### src/rtl/lottery_pkg.sv
// Constants and state encoding shared by the lottery entry issuer and the draw.
package lottery_pkg;

    localparam int unsigned MAX_ENTRIES = 32;
    localparam int unsigned MIN_ENTRIES = 5;
    localparam int unsigned CNT_W       = 6;

    typedef enum logic [2:0] {
        IDLE,
        SETUP,
        STROBE,
        HOLD,
        CLOSED
    } issuer_state_t;

endpackage

### src/rtl/lottery_entry_issuer.sv
// Accepts participant entries and turns each into a setup/strobe/hold write
// sequence for the draw queue; closes the entry window on request or when full.
module lottery_entry_issuer #(
    parameter int unsigned MAX_ENTRIES = lottery_pkg::MAX_ENTRIES,
    parameter int unsigned MIN_ENTRIES = lottery_pkg::MIN_ENTRIES,
    parameter int unsigned CNT_W       = lottery_pkg::CNT_W
) (
    input  logic             clk,
    input  logic             reset,
    input  logic             req_valid,
    input  logic             req_bit,
    output logic             req_ready,
    input  logic             close,
    output logic             write,
    output logic             luckybit,
    output logic             stop,
    output logic             full,
    output logic             close_rej,
    output logic [CNT_W-1:0] count
);
    import lottery_pkg::*;

    localparam logic [CNT_W-1:0] MAX_C = CNT_W'(MAX_ENTRIES);
    localparam logic [CNT_W-1:0] MIN_C = CNT_W'(MIN_ENTRIES);

    issuer_state_t    state, state_d;
    logic [CNT_W-1:0] count_d;
    logic             luckybit_d, write_d, stop_d, full_d, close_rej_d;
    logic             pending_close, pending_close_d;
    logic             rst_meta, rst_sync;
    logic             close_eff, close_ok;

    // Reset asserts asynchronously but releases on a clock edge.
    always_ff @(posedge clk or negedge reset) begin
        if (!reset) begin
            rst_meta <= 1'b0;
            rst_sync <= 1'b0;
        end else begin
            rst_meta <= 1'b1;
            rst_sync <= rst_meta;
        end
    end

    assign close_eff = close | pending_close;
    assign close_ok  = (count >= MIN_C);

    // An accepted close in IDLE takes priority over a simultaneous entry.
    assign req_ready = rst_sync && (state == IDLE) && !stop && (count < MAX_C)
                       && !(close_eff && close_ok);

    always_comb begin
        state_d         = state;
        count_d         = count;
        luckybit_d      = luckybit;
        write_d         = 1'b0;
        stop_d          = stop;
        full_d          = full;
        close_rej_d     = 1'b0;
        pending_close_d = pending_close;
        case (state)
            IDLE: begin
                if (close_eff) begin
                    pending_close_d = 1'b0;
                    if (close_ok) begin
                        stop_d  = 1'b1;
                        state_d = CLOSED;
                    end else begin
                        close_rej_d = 1'b1;
                    end
                end
                if (req_valid && req_ready) begin
                    luckybit_d = req_bit;
                    state_d    = SETUP;
                end
            end
            SETUP: begin
                write_d         = 1'b1;
                state_d         = STROBE;
                pending_close_d = pending_close | close;
            end
            STROBE: begin
                state_d         = HOLD;
                pending_close_d = pending_close | close;
            end
            HOLD: begin
                count_d = (count < MAX_C) ? count + CNT_W'(1) : count;
                if (count_d == MAX_C) begin
                    full_d          = 1'b1;
                    stop_d          = 1'b1;
                    pending_close_d = 1'b0;
                    state_d         = CLOSED;
                end else begin
                    pending_close_d = pending_close | close;
                    state_d         = IDLE;
                end
            end
            CLOSED: begin
                stop_d = 1'b1;
            end
            default: begin
                state_d = IDLE;
            end
        endcase
    end

    // write is registered so the strobe coincides with the STROBE state.
    always_ff @(posedge clk or negedge reset) begin
        if (!reset) begin
            state         <= IDLE;
            count         <= '0;
            luckybit      <= 1'b0;
            write         <= 1'b0;
            stop          <= 1'b0;
            full          <= 1'b0;
            close_rej     <= 1'b0;
            pending_close <= 1'b0;
        end else if (rst_sync) begin
            state         <= state_d;
            count         <= count_d;
            luckybit      <= luckybit_d;
            write         <= write_d;
            stop          <= stop_d;
            full          <= full_d;
            close_rej     <= close_rej_d;
            pending_close <= pending_close_d;
        end
    end

endmodule

### config.mk
export PLATFORM = sky130hd
export DESIGN_NAME = lottery_entry_issuer
export DESIGN_NICKNAME = d
export VERILOG_FILES = /design/src/rtl/lottery_pkg.sv /design/src/rtl/lottery_entry_issuer.sv
export SDC_FILE = /design/constraint.sdc
export NUM_CORES = 1
export LEC_CHECK = 0
export ABC_AREA = 1
export CORE_MARGIN = 2
export CORE_UTILIZATION = 25
export DETAILED_ROUTE_END_ITERATION = 12
export MAX_ROUTING_LAYER = met4
export PLACE_DENSITY = 0.44
export SYNTH_ARGS = -nofsm -noshare
export SYNTH_HDL_FRONTEND = slang
export SYNTH_SLANG_ARGS = --single-unit
### constraint.sdc
create_clock -name clk -period 1.5 [get_ports clk]
set_input_delay 0.3 -clock clk [delete_from_list [all_inputs] [get_ports clk]]
set_output_delay 0.3 -clock clk [all_outputs]
set_load 0.01 [all_outputs]
==> impl_metrics.ini, run 1 <==
[grt]
grt_pass1_wl_um = 4374
grt_usage_pct = 13.24
grt_pass1_vias = 974
overflow = 0
grt_max_degree = 18
antenna_found_initial = 0

[finish]
drive_gt1_share_pct = 44.57
fin_nets = 193
nFillCells = 421
seqCellArea_um2 = 427.9
final_cell_mix = nand2_1 (38), buf_4 (33), dfrtp_1 (15), nand2_2 (10), inv_1 (10)
antenna_cells = 0
syn_to_final_growth_pct = 59.36
final_area_mm2 = 0.001629
multi_input_area_um2 = 608.1
final_common_cell = nand2_1

[power]
p_leak_nw = 0.8537
p_clk_share_pct = 41.3
powerDensity_mw_per_mm2 = 536.8
ir_drop_mv = 0.3918
p_sw_share_pct = 23.32
finalPower_mw = 0.8745
combPwrFrac_pct = 5.4
p_int_mw = 0.6705
switchingPower_mw = 0.2039
p_seq_share_pct = 53.3

[sta]
drv_slew = 0
clock.fmax_ghz = 0.5614
finalCriticalPeriod_ps = 1781
fin_crit_sh_pct = 118.7
fin_skew_ps = 0.9682
finalHoldViolations = 0
setup_viol = 7
rsz0062_at_grt = yes
whs_ps = 355.9
fin_ws_ps = -281.2

[logic_synthesis]
ys.warnings.count = 0
synth_area_per_cell_um2 = 7.744
syn_area_mm2 = 0.001022
synth_cells = 132
synth.net_count = 140
yosysTopAreaCellShare_pct = 41.62
synth_area_leader_cell = dfrtp_1
ys_seq_area_share_pct = 41.62
synth_cell_type_count = 26
ys_ff_latch = 17
synth.area.top_cells = dfrtp_1 (42%), nand2_1 (16%), inv_1 (5.5%)

[floorplan]
dieHeight_um = 67.95
core_mm2 = 0.003971
fp-row-count = 23
start_util_pct = 25.74
die_w_um = 67.95
io_pins = 17
dieArea_mm2 = 0.004617

[detailed_routing]
wl_um = 2631
vias = 994
drt_iter0_markers = 40
wl_per_cell_um = 11.24
ant_nets = 0
drt-vias-per-instance = 4.248
dr.pass1.iters = 4
drc_errors = 0

[run_status]
violations = setup timing
status = complete, but fails checks

[clock_tree]
clk_path_buf_depth = 2
cts_max_level = 1
cts_sinks = 17
cts_tree = done
clkLatencyLatePin_ps = 260
cts_buffers = 3
holdBufCountCts = 0
clk_pin_slew_ps = 70
ctsRootBufferMaster = clkbuf_8

[placed_design]
routabilityCongestion = 0.7866
dp_hpwl_um = 1881
placed_area_mm2 = 0.001430
port_buffers = 16

[run]
drv_cap = 0

[worst_setup_path]
cp-start-kind = register
crit_required_ps = 1200
critPathKind = reg -> out
end_kind = primary output
worstPathMaxFanout = 3
cp.arrival_ps = 1480

[min_path]
hold_class = reg -> reg
[final cells by class]
type | count | share of cell area [%]
Multi-Input combinational cell | 94 | 37.33
Sequential cell | 17 | 26.27
Timing Repair Buffer | 49 | 24.96
Inverter | 20 | 4.762
Tap cell | 50 | 3.840
Clock buffer | 3 | 2.535
Clock inverter | 1 | 0.3072
[layer usage]
| layer | routed length, µm | vias to the layer above | global-route usage (%) |
|---|---|---|---|
| li1 | - | 512 | - |
| met1 | 1142 | 465 | 14.20 |
| met2 | 1378 | 15 | 23.91 |
| met3 | 98 | 2 | 4.441 |
| met4 | 12 | 0 | 2.250 |
| met5 | 0 | - | - |
[synthesized netlist by cell type (all sizes together)]
| cell | n |
|---|---|
| a21oi | 3 |
| and2 | 1 |
| buf | 1 |
| conb | 1 |
| dfrtp | 17 |
| ha | 3 |
| inv | 20 |
| nand2 | 50 |
| nand3 | 7 |
| nand4 | 2 |
| nor2 | 11 |
| nor3 | 3 |
| o21ai | 9 |
| o21bai | 2 |
| o31ai | 1 |
| or2 | 1 |
[critical path: stages (launching register included)]
cell	delay (ps)
dfrtp_2	420
inv_2	90
ha_4	130
inv_2	30
o21ai_2	140
nand2_2	100
nand2_4	80
and2_4	140
buf_6	90
[cell families after synthesis]
kind of cell	synth area share (%)
other cells	0.3668
buf+inv	8.690
compound gates	8.445
fa+ha+maj	3.672
simple gates	37.21
flops	41.62
[final timing paths]
check                      slack (ps)         to  depth (start not counted)  startpoint
min in group asynchronous         370   count[1]                          2       reset
hold / removal                    360   rst_sync                          0    rst_meta
max in group asynchronous         920   count[5]                          2       reset
setup / recovery                 -280  req_ready                          8    count[0]
setup reg to reg                 -210   state[2]                         13    count[0]
hold reg to reg                   360   rst_sync                          0    rst_meta
[per-stage QoR]
stage	TNS, ps	setup WS [ps]	util [%]	std cells
final	-994.5	-281.2	41.02	234
after global routing	-1677	-341.2	41.02	234
after CTS	-965.8	-284.3	38.69	231
after detailed placement	-1582	-580.7	36.01	223
after global placement	-1510	-556.6	36.01	223
after floorplan	0	3.036	-	132
[what timing repair did]
item	in CTS	in global routing
gates resized for setup	25	19
cloned	0	0
setup buffers	4	5
endpoints found under the setup margin	13	12
pin swaps	8	11
[state kept, by name, indices dropped and copies added, names as in the netlist]
name	cells
rst_sync	1
close_rej	1
luckybit	1
full	1
state	3
write	1
rst_meta	1
pending_close	1
stop	1
count	6
[power by group through the flow]
stage | registers, mW | clock network [mW] | logic, mW
5_1_grt | 0.466 | 0.400 | 0.0535
6_report | 0.466 | 0.361 | 0.0476
3_3_place_gp | 0.475 | 0 | 0.0478
2_1_floorplan | 0.476 | 0 | 0.0125
4_1_cts | 0.466 | 0.379 | 0.0492
3_5_place_dp | 0.475 | 0 | 0.0481
Power figures use the tool's default switching activity.
==> inputs of run 2 (changes only) <==
Settings changed: SLEW_MARGIN from default to 40.
==> results of run 2 <==
Same layout as run 1: the final DEF is identical, and so are final timing and power.
==> inputs of run 3 (changes only) <==
Settings changed: CORE_MARGIN 2 to default.
==> impl_metrics.ini, run 3 (synthesized netlist as in run 1, its figures left out) <==
[run_status]
status = complete, but fails checks
violations = setup timing

[worst_setup_path]
crit_path_max_incr_delay_ps = 430
path_cells = inv_2, ha_4, inv_2, o21ai_2, nand2_2, nand2_4, and2_4, buf_6
r2r-end = state[0]
cp-start-kind = register
cp.arrival_ps = 1420
crit_required_ps = 1200
crit_buf_inv = 3
worstPathMaxFanout = 3
cpLargestDelayFamily = flip-flops
cp_common_cell = inv_2
rrSetupSlack_ps = -110
r2r-start = count[0]
end_kind = primary output
worstRegToRegCells = 12
critPathKind = reg -> out
cp_slowest_cell = dfrtp_2

[placed_design]
pre_cts_slack_ps = -549.8
routabilityCongestion = 0.8474
dp_hpwl_um = 1858
port_buffers = 16

[detailed_routing]
dr.pass1.iters = 3
drt_iter0_markers = 35
drc_errors = 0
ant_nets = 0
drt-vias-per-instance = 4.169
wl_um = 2560
wl_per_cell_um = 10.80
vias = 988

[floorplan]
die_w_um = 65.95
fp-row-count = 22
core_mm2 = 0.003799
dieArea_mm2 = 0.004349
start_util_pct = 26.91
dieHeight_um = 65.95
io_pins = 17

[min_path]
min_to = rst_sync
hold_depth = 0
hold_class = reg -> reg
hp-start = rst_meta

[finish]
nFillCells = 397
reg.largest.list = count x6, state x3
fin_nets = 198
syn_to_final_growth_pct = 65.85
largest_reg_flops = 6
drive_gt1_share_pct = 48.15
final_cell_mix = buf_4 (34), nand2_1 (33), dfrtp_1 (15), nand2_2 (14), inv_1 (11)
antenna_cells = 0
final_common_cell = buf_4
top_register = count

[grt]
grt_pass1_vias = 1006
grt_usage_pct = 13.69
antenna_found_initial = 0
overflow = 0
grt_max_degree = 18
grt_pass1_wl_um = 4491

[sta]
whs_ps = 349.3
fin_skew_ps = 1.053
fin_ws_ps = -219.2
setup_viol = 7
fin_crit_sh_pct = 114.6
clock.fmax_ghz = 0.5817
finalCriticalPeriod_ps = 1719
finalHoldViolations = 0
rsz0062_at_grt = yes
tns_ps = -754.6
drv_slew = 0

[clock_tree]
clk_pin_slew_ps = 70
cts_sinks = 17
cts_tree = done
ctsRootBufferMaster = clkbuf_8
clk_path_buf_depth = 2
cts_max_level = 1
clkLatencyLatePin_ps = 240
cts_buffers = 3

[power]
ir_drop_mv = 0.3667
finalPower_mw = 0.8577
p_leak_nw = 0.8496
powerDensity_mw_per_mm2 = 505.9

[run]
drv_cap = 0
-- run 3: timing repair --
action,4_1_cts,5_1_grt
hold buffers,0,0
buffers inserted,6,3
hold endpoints to repair,0,0
pin swaps,8,17
endpoints found under the setup margin,14,12
gates resized for setup,30,25
-- run 3: final cells by class --
type	count	area (µm²)	share of cell area (%)
timing repair buffer	54	462.9	27.31
multi-input combinational	94	619.3	36.53
sequential	17	427.9	25.24
tap	48	60.06	3.542
clock buffer	4	45.04	2.657
inverter	20	80.08	4.723
-- run 3: how the worst max path moves through the flow --
| stage | end | cells past startpoint | slack (ps) | startpoint |
|---|---|---|---|---|
| after floorplan | pending_close | 12 | 3 | count[0] |
| after global placement | req_ready | 5 | -540 | close |
| after detailed placement | req_ready | 5 | -550 | close |
| after CTS | req_ready | 8 | -240 | count[0] |
| after global routing | req_ready | 8 | -290 | count[0] |
| final | req_ready | 8 | -220 | count[0] |
-- run 3: report_power, final --
| part | switching [mW] | internal [mW] | total (mW) |
|---|---|---|---|
| Combinational | 0.0273 | 0.0249 | 0.0522 |
| Sequential | 0.00268 | 0.463 | 0.466 |
| Clock | 0.151 | 0.188 | 0.339 |
| Total | 0.181 | 0.676 | 0.858 |
-- run 3: metal layers --
layer,track usage [%],wire (µm)
met1,18.09,1266
met2,22.07,1229
met3,2.069,49
met4,3.191,14
met5,-,0
-- run 3: stage by stage --
stage | util, % | cell area [µm²] | std cells
5_1_grt | 44.63 | 1695 | 237
6_report | 44.63 | 1695 | 237
3_3_place_gp | 38.37 | 1458 | 225
3_5_place_dp | 38.37 | 1458 | 225
2_1_floorplan | - | 1023 | 132
4_1_cts | 42.06 | 1598 | 235
